**config.mk**
```make
export PLATFORM = sky130hd
export DESIGN_NAME = falafel_resp_router
export DESIGN_NICKNAME = d
export VERILOG_FILES = /design/src/rtl/falafel_pkg.sv /design/src/rtl/falafel_fifo.sv /design/src/rtl/falafel_resp_router.sv
export SDC_FILE = /design/constraint.sdc
export NUM_CORES = 1
export LEC_CHECK = 0
export BUFFER_PORTS_ARGS = -buffer_cell sky130_fd_sc_hd__buf_2
export CORE_MARGIN = 10
export CORE_UTILIZATION = 55
export CTS_BUF_LIST = sky130_fd_sc_hd__clkbuf_8
export DETAILED_ROUTE_END_ITERATION = 6
export HOLD_SLACK_MARGIN = 0.12
export PLACE_DENSITY = 0.82
export SLEW_MARGIN = 15
export SYNTH_ARGS = -nofsm -noshare
export SYNTH_HDL_FRONTEND = slang
export SYNTH_SLANG_ARGS = --single-unit
```
**constraint.sdc**
```tcl
create_clock -name clk_i -period 3.97 [get_ports clk_i]
set_input_delay 0.794 -clock clk_i [delete_from_list [all_inputs] [get_ports clk_i]]
set_output_delay 0.794 -clock clk_i [all_outputs]
set_load 0.02 [all_outputs]
```
**src/rtl/falafel_pkg.sv**
```systemverilog
// falafel_pkg: shared widths and payload type for the falafel response path
package falafel_pkg;
    localparam int DATA_W      = 32;
    localparam int MSG_ID_SIZE = 2;
    typedef logic [DATA_W-1:0] word_t;
endpackage

```
**src/rtl/falafel_fifo.sv**
```systemverilog
// falafel_fifo: synchronous FIFO with wrap-bit pointers
// Ports: clk_i/rst_ni clock and async active-low reset; push_i/data_i write side
// (ignored when full); pop_i read side (ignored when empty); data_o head entry;
// full_o/empty_o derived only from registered pointers.
module falafel_fifo #(
    parameter int NUM_ENTRIES = 4,
    parameter int DATA_W      = 32
) (
    input  logic              clk_i,
    input  logic              rst_ni,
    input  logic              push_i,
    input  logic [DATA_W-1:0] data_i,
    input  logic              pop_i,
    output logic [DATA_W-1:0] data_o,
    output logic              full_o,
    output logic              empty_o
);
    localparam int AW = $clog2(NUM_ENTRIES);
    if (NUM_ENTRIES < 2 || (NUM_ENTRIES & (NUM_ENTRIES - 1)) != 0) begin : g_bad_depth
        $error("falafel_fifo: NUM_ENTRIES must be a power of two >= 2");
    end
    logic [DATA_W-1:0] mem [NUM_ENTRIES];
    logic [AW:0]       wr_ptr, rd_ptr;
    logic              do_push, do_pop;
    // The extra MSB is a wrap bit: equal indices with differing wrap bits means full.
    assign full_o  = (wr_ptr[AW] != rd_ptr[AW]) && (wr_ptr[AW-1:0] == rd_ptr[AW-1:0]);
    assign empty_o = wr_ptr == rd_ptr;
    assign do_push = push_i & ~full_o;
    assign do_pop  = pop_i & ~empty_o;
    assign data_o  = mem[rd_ptr[AW-1:0]];
    always_ff @(posedge clk_i or negedge rst_ni) begin
        if (!rst_ni) begin
            wr_ptr <= '0;
            rd_ptr <= '0;
        end else begin
            wr_ptr <= wr_ptr + (AW+1)'(do_push);
            rd_ptr <= rd_ptr + (AW+1)'(do_pop);
        end
    end
    always_ff @(posedge clk_i) begin
        if (do_push) mem[wr_ptr[AW-1:0]] <= data_i;
    end
endmodule

```
**src/rtl/falafel_resp_router.sv**
```systemverilog
// falafel_resp_router: routes core responses by message ID into per-channel FIFOs
// Ports: clk_i/rst_ni clock and async active-low reset; in_val_i/in_rdy_o/in_id_i/
// in_data_i single input stream; out_val_o/out_rdy_i/out_data_o one stream per
// channel (data flattened, channel c at [c*DATA_W +: DATA_W]); drop_cnt_o
// saturating count of responses discarded for an out-of-range ID.
module falafel_resp_router
    import falafel_pkg::*;
#(
    parameter int NUM_CHANNELS = 2,
    parameter int DEPTH        = 4,
    parameter int CNT_W        = 16
) (
    input  logic                           clk_i,
    input  logic                           rst_ni,
    input  logic                           in_val_i,
    output logic                           in_rdy_o,
    input  logic [MSG_ID_SIZE-1:0]         in_id_i,
    input  logic [DATA_W-1:0]              in_data_i,
    output logic [NUM_CHANNELS-1:0]        out_val_o,
    input  logic [NUM_CHANNELS-1:0]        out_rdy_i,
    output logic [NUM_CHANNELS*DATA_W-1:0] out_data_o,
    output logic [CNT_W-1:0]               drop_cnt_o
);
    if (NUM_CHANNELS < 1 || NUM_CHANNELS > 2**MSG_ID_SIZE) begin : g_bad_channels
        $error("falafel_resp_router: NUM_CHANNELS out of range");
    end
    if (DEPTH < 2 || (DEPTH & (DEPTH - 1)) != 0) begin : g_bad_depth
        $error("falafel_resp_router: DEPTH must be a power of two >= 2");
    end
    logic [NUM_CHANNELS-1:0] sel, push, full, empty;
    word_t                   head [NUM_CHANNELS];
    logic                    oor, drop;
    assign oor  = 32'(in_id_i) >= NUM_CHANNELS;
    assign drop = in_val_i & oor;
    // Ready depends only on registered FIFO state, so out_rdy_i never reaches in_rdy_o.
    assign in_rdy_o = oor | |(sel & ~full);
    for (genvar c = 0; c < NUM_CHANNELS; c++) begin : g_ch
        assign sel[c]  = in_id_i == MSG_ID_SIZE'(c);
        assign push[c] = in_val_i & sel[c] & ~full[c];
        falafel_fifo #(
            .NUM_ENTRIES(DEPTH),
            .DATA_W     (DATA_W)
        ) u_fifo (
            .clk_i  (clk_i),
            .rst_ni (rst_ni),
            .push_i (push[c]),
            .data_i (in_data_i),
            .pop_i  (out_rdy_i[c]),
            .data_o (head[c]),
            .full_o (full[c]),
            .empty_o(empty[c])
        );
        assign out_val_o[c] = ~empty[c];
        assign out_data_o[c*DATA_W +: DATA_W] = empty[c] ? '0 : head[c];
    end
    always_ff @(posedge clk_i or negedge rst_ni) begin
        if (!rst_ni) drop_cnt_o <= '0;
        else if (drop && !(&drop_cnt_o)) drop_cnt_o <= drop_cnt_o + 1'b1;
    end
endmodule

```
==> flow_metrics.env <==
export IMPL_tns_ns=0
export IMPL_placed_area_mm2=0.0121
export IMPL_ys_warn_count=0
export IMPL_grt_pass1_wl_mm=35.1
export IMPL_clk_pin_slew_worst_paths_ns=0.06
export IMPL_muxShareOfSynthArea_pct=13.2
export IMPL_drt_iter0_markers=391
export IMPL_swShare_pct=36.3
export IMPL_hpwl_mm=14.2
export IMPL_netlist_instances=529
export IMPL_end_kind="primary output"
export IMPL_fmax_mhz=296
export IMPL_power_frac_comb_pct=38.5
export IMPL_cts_root_buf="clkbuf_8"
export IMPL_antenna_cells=0
export IMPL_synthDistinctLibCells=35
export IMPL_wl_per_cell_um=22.7
export IMPL_critPathLaunchType="flip-flop"
export IMPL_switching_power_mw=3.41
export IMPL_core_area_mm2=0.0197
export IMPL_finalHoldViolCount=0
export IMPL_initial_core_util_pct=56.4
export IMPL_timing_slew_headroom_pct=35.8
export IMPL_fin_crit_sh_pct=85.1
export IMPL_grt_start_max_net_pins=35
export IMPL_peakVddDrop_mv=0.482
export IMPL_seq_power_share_pct=39.7
export IMPL_vias=5553
export IMPL_cts_setup_buffers=0
export IMPL_crit_type="reg -> out"
export IMPL_mostFrequentLayoutCells="edfxtp_1 (256), buf_2 (121), nor2b_1 (67), mux4_2 (64), clkbuf_8 (44)"
export IMPL_area_growth_pct=15.7
export IMPL_htreeDepth=2
export IMPL_die_area_mm2=0.0262
export IMPL_cts_buffers=43
export IMPL_totalWireLength_mm=22.3
export IMPL_setup_ws_ns=0.592
export IMPL_fin_area_mm2=0.0128
export IMPL_die_y_um=162
export IMPL_ys_ff_latch=284
export IMPL_status="finished, final reports clean"
export IMPL_synth_xor_area_share_pct=1.82
export IMPL_cts_tree="yes"
export IMPL_drt_first_pass_iters=5
export IMPL_place_congestion=0.823
export IMPL_yosysSeqAreaShare_pct=75.6
export IMPL_portBuffers=121
export IMPL_die_x_um=162
export IMPL_grt_ovfl_total=0
export IMPL_p_leak_nw=4.55
export IMPL_holdBufCountCts=0
export IMPL_nets=734
export IMPL_cap_violations=0
export IMPL_setup_violations_final=0
export IMPL_hold_class="in -> async"
export IMPL_syn_avg_cell_area_um2=21.0
export IMPL_cts_sinks=284
export IMPL_antenna_found_initial=1
export IMPL_power_density_mw_per_mm2=733
export IMPL_p_clk_share_pct=21.8
export IMPL_synth_compound_area_share_pct=0.553
export IMPL_placed_cells=906
export IMPL_slew_viol_final=0
export IMPL_mappedNetlistArea_mm2=0.0111
export IMPL_intPower_mw=5.99
export IMPL_grt_pass1_vias=6097
export IMPL_cp_required_ns=3.18
export IMPL_fin_crit_ns=3.38
export IMPL_final_layout_size_suffix_gt1_share_pct=37.9
export IMPL_rsz0062_at_grt="no"
export IMPL_tightest_slew_ns=0.964
export IMPL_synth_top_family_by_area="multiplexers"
export IMPL_rows=51
export IMPL_stdcell_count=980
export IMPL_num_io_pins=122
export IMPL_preCtsSetupSlack_ns=1.09
export IMPL_mostFrequentLayoutCell="edfxtp_1"
export IMPL_grt_usage_pct=17.4
export IMPL_critPathMaxFanout=24
export IMPL_postRouteAntennaNets=0
export IMPL_insertion_delay_ns=0.56
export IMPL_arrival_ns=2.58
export IMPL_synth_adder_area_share_pct=1.02
export IMPL_clockBufferDepth=3
export IMPL_via_per_inst=5.67
export IMPL_syn_nets=577
export IMPL_cts_resized_gates=0
export IMPL_drcViolationCount=0
export IMPL_finClkSkew_ns=0.0148
export IMPL_synthSimpleGateAreaFrac_pct=6.62
state kept, by name, indices dropped and copies added, names as in the netlist:
signal / count
g_ch.u_fifo.wr_ptr: 6
g_ch.u_fifo.rd_ptr: 6
drop_cnt_o: 16
g_ch.u_fifo.mem: 256
area by class of cell:
cell class | count | area (um^2)
clock buffers | 44 | 606
well taps | 265 | 332
flip-flops and latches | 284 | 8390
multi-input cells | 218 | 2640
fillers | 1315 | 6820
clock inverters | 30 | 125
inverters | 4 | 15.0
repair buffers | 135 | 723
per-layer routing:
metal	part of all wire (%)	global-route usage, %	vias to the layer above
li1	-	-	2436
met1	39	21.3	2844
met2	51	28.9	234
met3	7.3	4.42	39
met4	2.5	7.15	0
met5	0	0	-
cell usage after synthesis:
| cell type | instances | area share (%) |
|---|---|---|
| and4_1 | 1 | 0.079 |
| nand2b_1 | 2 | 0.11 |
| nor2_1 | 2 | 0.068 |
| and4_2 | 1 | 0.090 |
| buf_4 | 1 | 0.068 |
| edfxtp_1 | 256 | 69 |
| nor4_4 | 1 | 0.19 |
| or3_1 | 1 | 0.056 |
| mux2_1 | 1 | 0.10 |
| a2111oi_4 | 1 | 0.25 |
| buf_2 | 14 | 0.63 |
| nand3_1 | 5 | 0.23 |
| buf_6 | 1 | 0.10 |
| and4_4 | 1 | 0.10 |
| and3_1 | 4 | 0.23 |
| nand3b_1 | 1 | 0.068 |
| nor3_1 | 4 | 0.18 |
| nor3b_2 | 1 | 0.11 |
| clkbuf_1 | 7 | 0.24 |
| mux2_2 | 1 | 0.10 |
| ha_1 | 9 | 1.0 |
| a41oi_2 | 1 | 0.15 |
| nor2b_1 | 67 | 3.8 |
| xor2_1 | 9 | 0.71 |
| xnor2_1 | 14 | 1.1 |
| nand4_1 | 9 | 0.51 |
| inv_1 | 4 | 0.14 |
| nor3b_1 | 4 | 0.27 |
| nand3_2 | 2 | 0.18 |
| dfrtp_1 | 28 | 6.3 |
| nand2_1 | 7 | 0.24 |
| a21oi_1 | 2 | 0.090 |
| a21o_1 | 1 | 0.068 |
| and3_2 | 2 | 0.14 |
| mux4_2 | 64 | 13 |
power by group through the flow:
stage / combinational (mW) / sequential (mW) / clock [mW]
after global placement: 3.63 / 3.77 / 0
final: 3.62 / 3.74 / 2.05
after global routing: 3.90 / 3.77 / 2.24
after floorplan: 2.45 / 3.75 / 0
after detailed placement: 3.69 / 3.80 / 0
after CTS: 3.71 / 3.74 / 2.11
per-stage QoR:
stage / hold WS, ns / total power, mW / util [%]
after floorplan: 0.460 / 6.20 / -
after global placement: 0.478 / 7.40 / 61.6
after detailed placement: 0.484 / 7.49 / 61.6
after CTS: 0.257 / 9.56 / 65.3
after global routing: 0.290 / 9.91 / 65.3
final: 0.259 / 9.40 / 65.3
path summary, 6_finish.rpt:
kind | endpoint | cells past startpoint | slack (ns) | start
max reg2reg | g_ch[0].u_fifo.mem[3][22]$_DFFE_PP_ | 5 | 1.16 | g_ch[0].u_fifo.wr_ptr[1]$_DFF_PN0_
max | out_data_o[11] | 4 | 0.59 | g_ch[0].u_fifo.rd_ptr[0]$_DFF_PN0_
max in group asynchronous | g_ch[0].u_fifo.rd_ptr[1]$_DFF_PN0_ | 1 | 3.26 | rst_ni
min in group clk_i | g_ch[0].u_fifo.rd_ptr[2]$_DFF_PN0_ | 1 | 0.49 | g_ch[0].u_fifo.rd_ptr[2]$_DFF_PN0_
min reg2reg | g_ch[0].u_fifo.rd_ptr[2]$_DFF_PN0_ | 1 | 0.49 | g_ch[0].u_fifo.rd_ptr[2]$_DFF_PN0_
min | drop_cnt_o[14]$_DFFE_PN0P_ | 1 | 0.26 | rst_ni
worst max-delay path: stages (launching register included):
cell	delay, ns
dfrtp_2	0.57
buf_4	0.51
mux4_2	0.57
nor2b_1	0.17
buf_2	0.21
cells by family (layout without fill, tap and decap cells):
kind of cell | Yosys count | in the layout
mux | 66 | 66
buf+inv | 27 | 213
compound gates | 5 | 5
flops | 284 | 284
fa+ha+maj | 9 | 9
xor+xnor | 23 | 23
simple gates | 115 | 115
No activity file was read; power rests on OpenSTA's default activity.
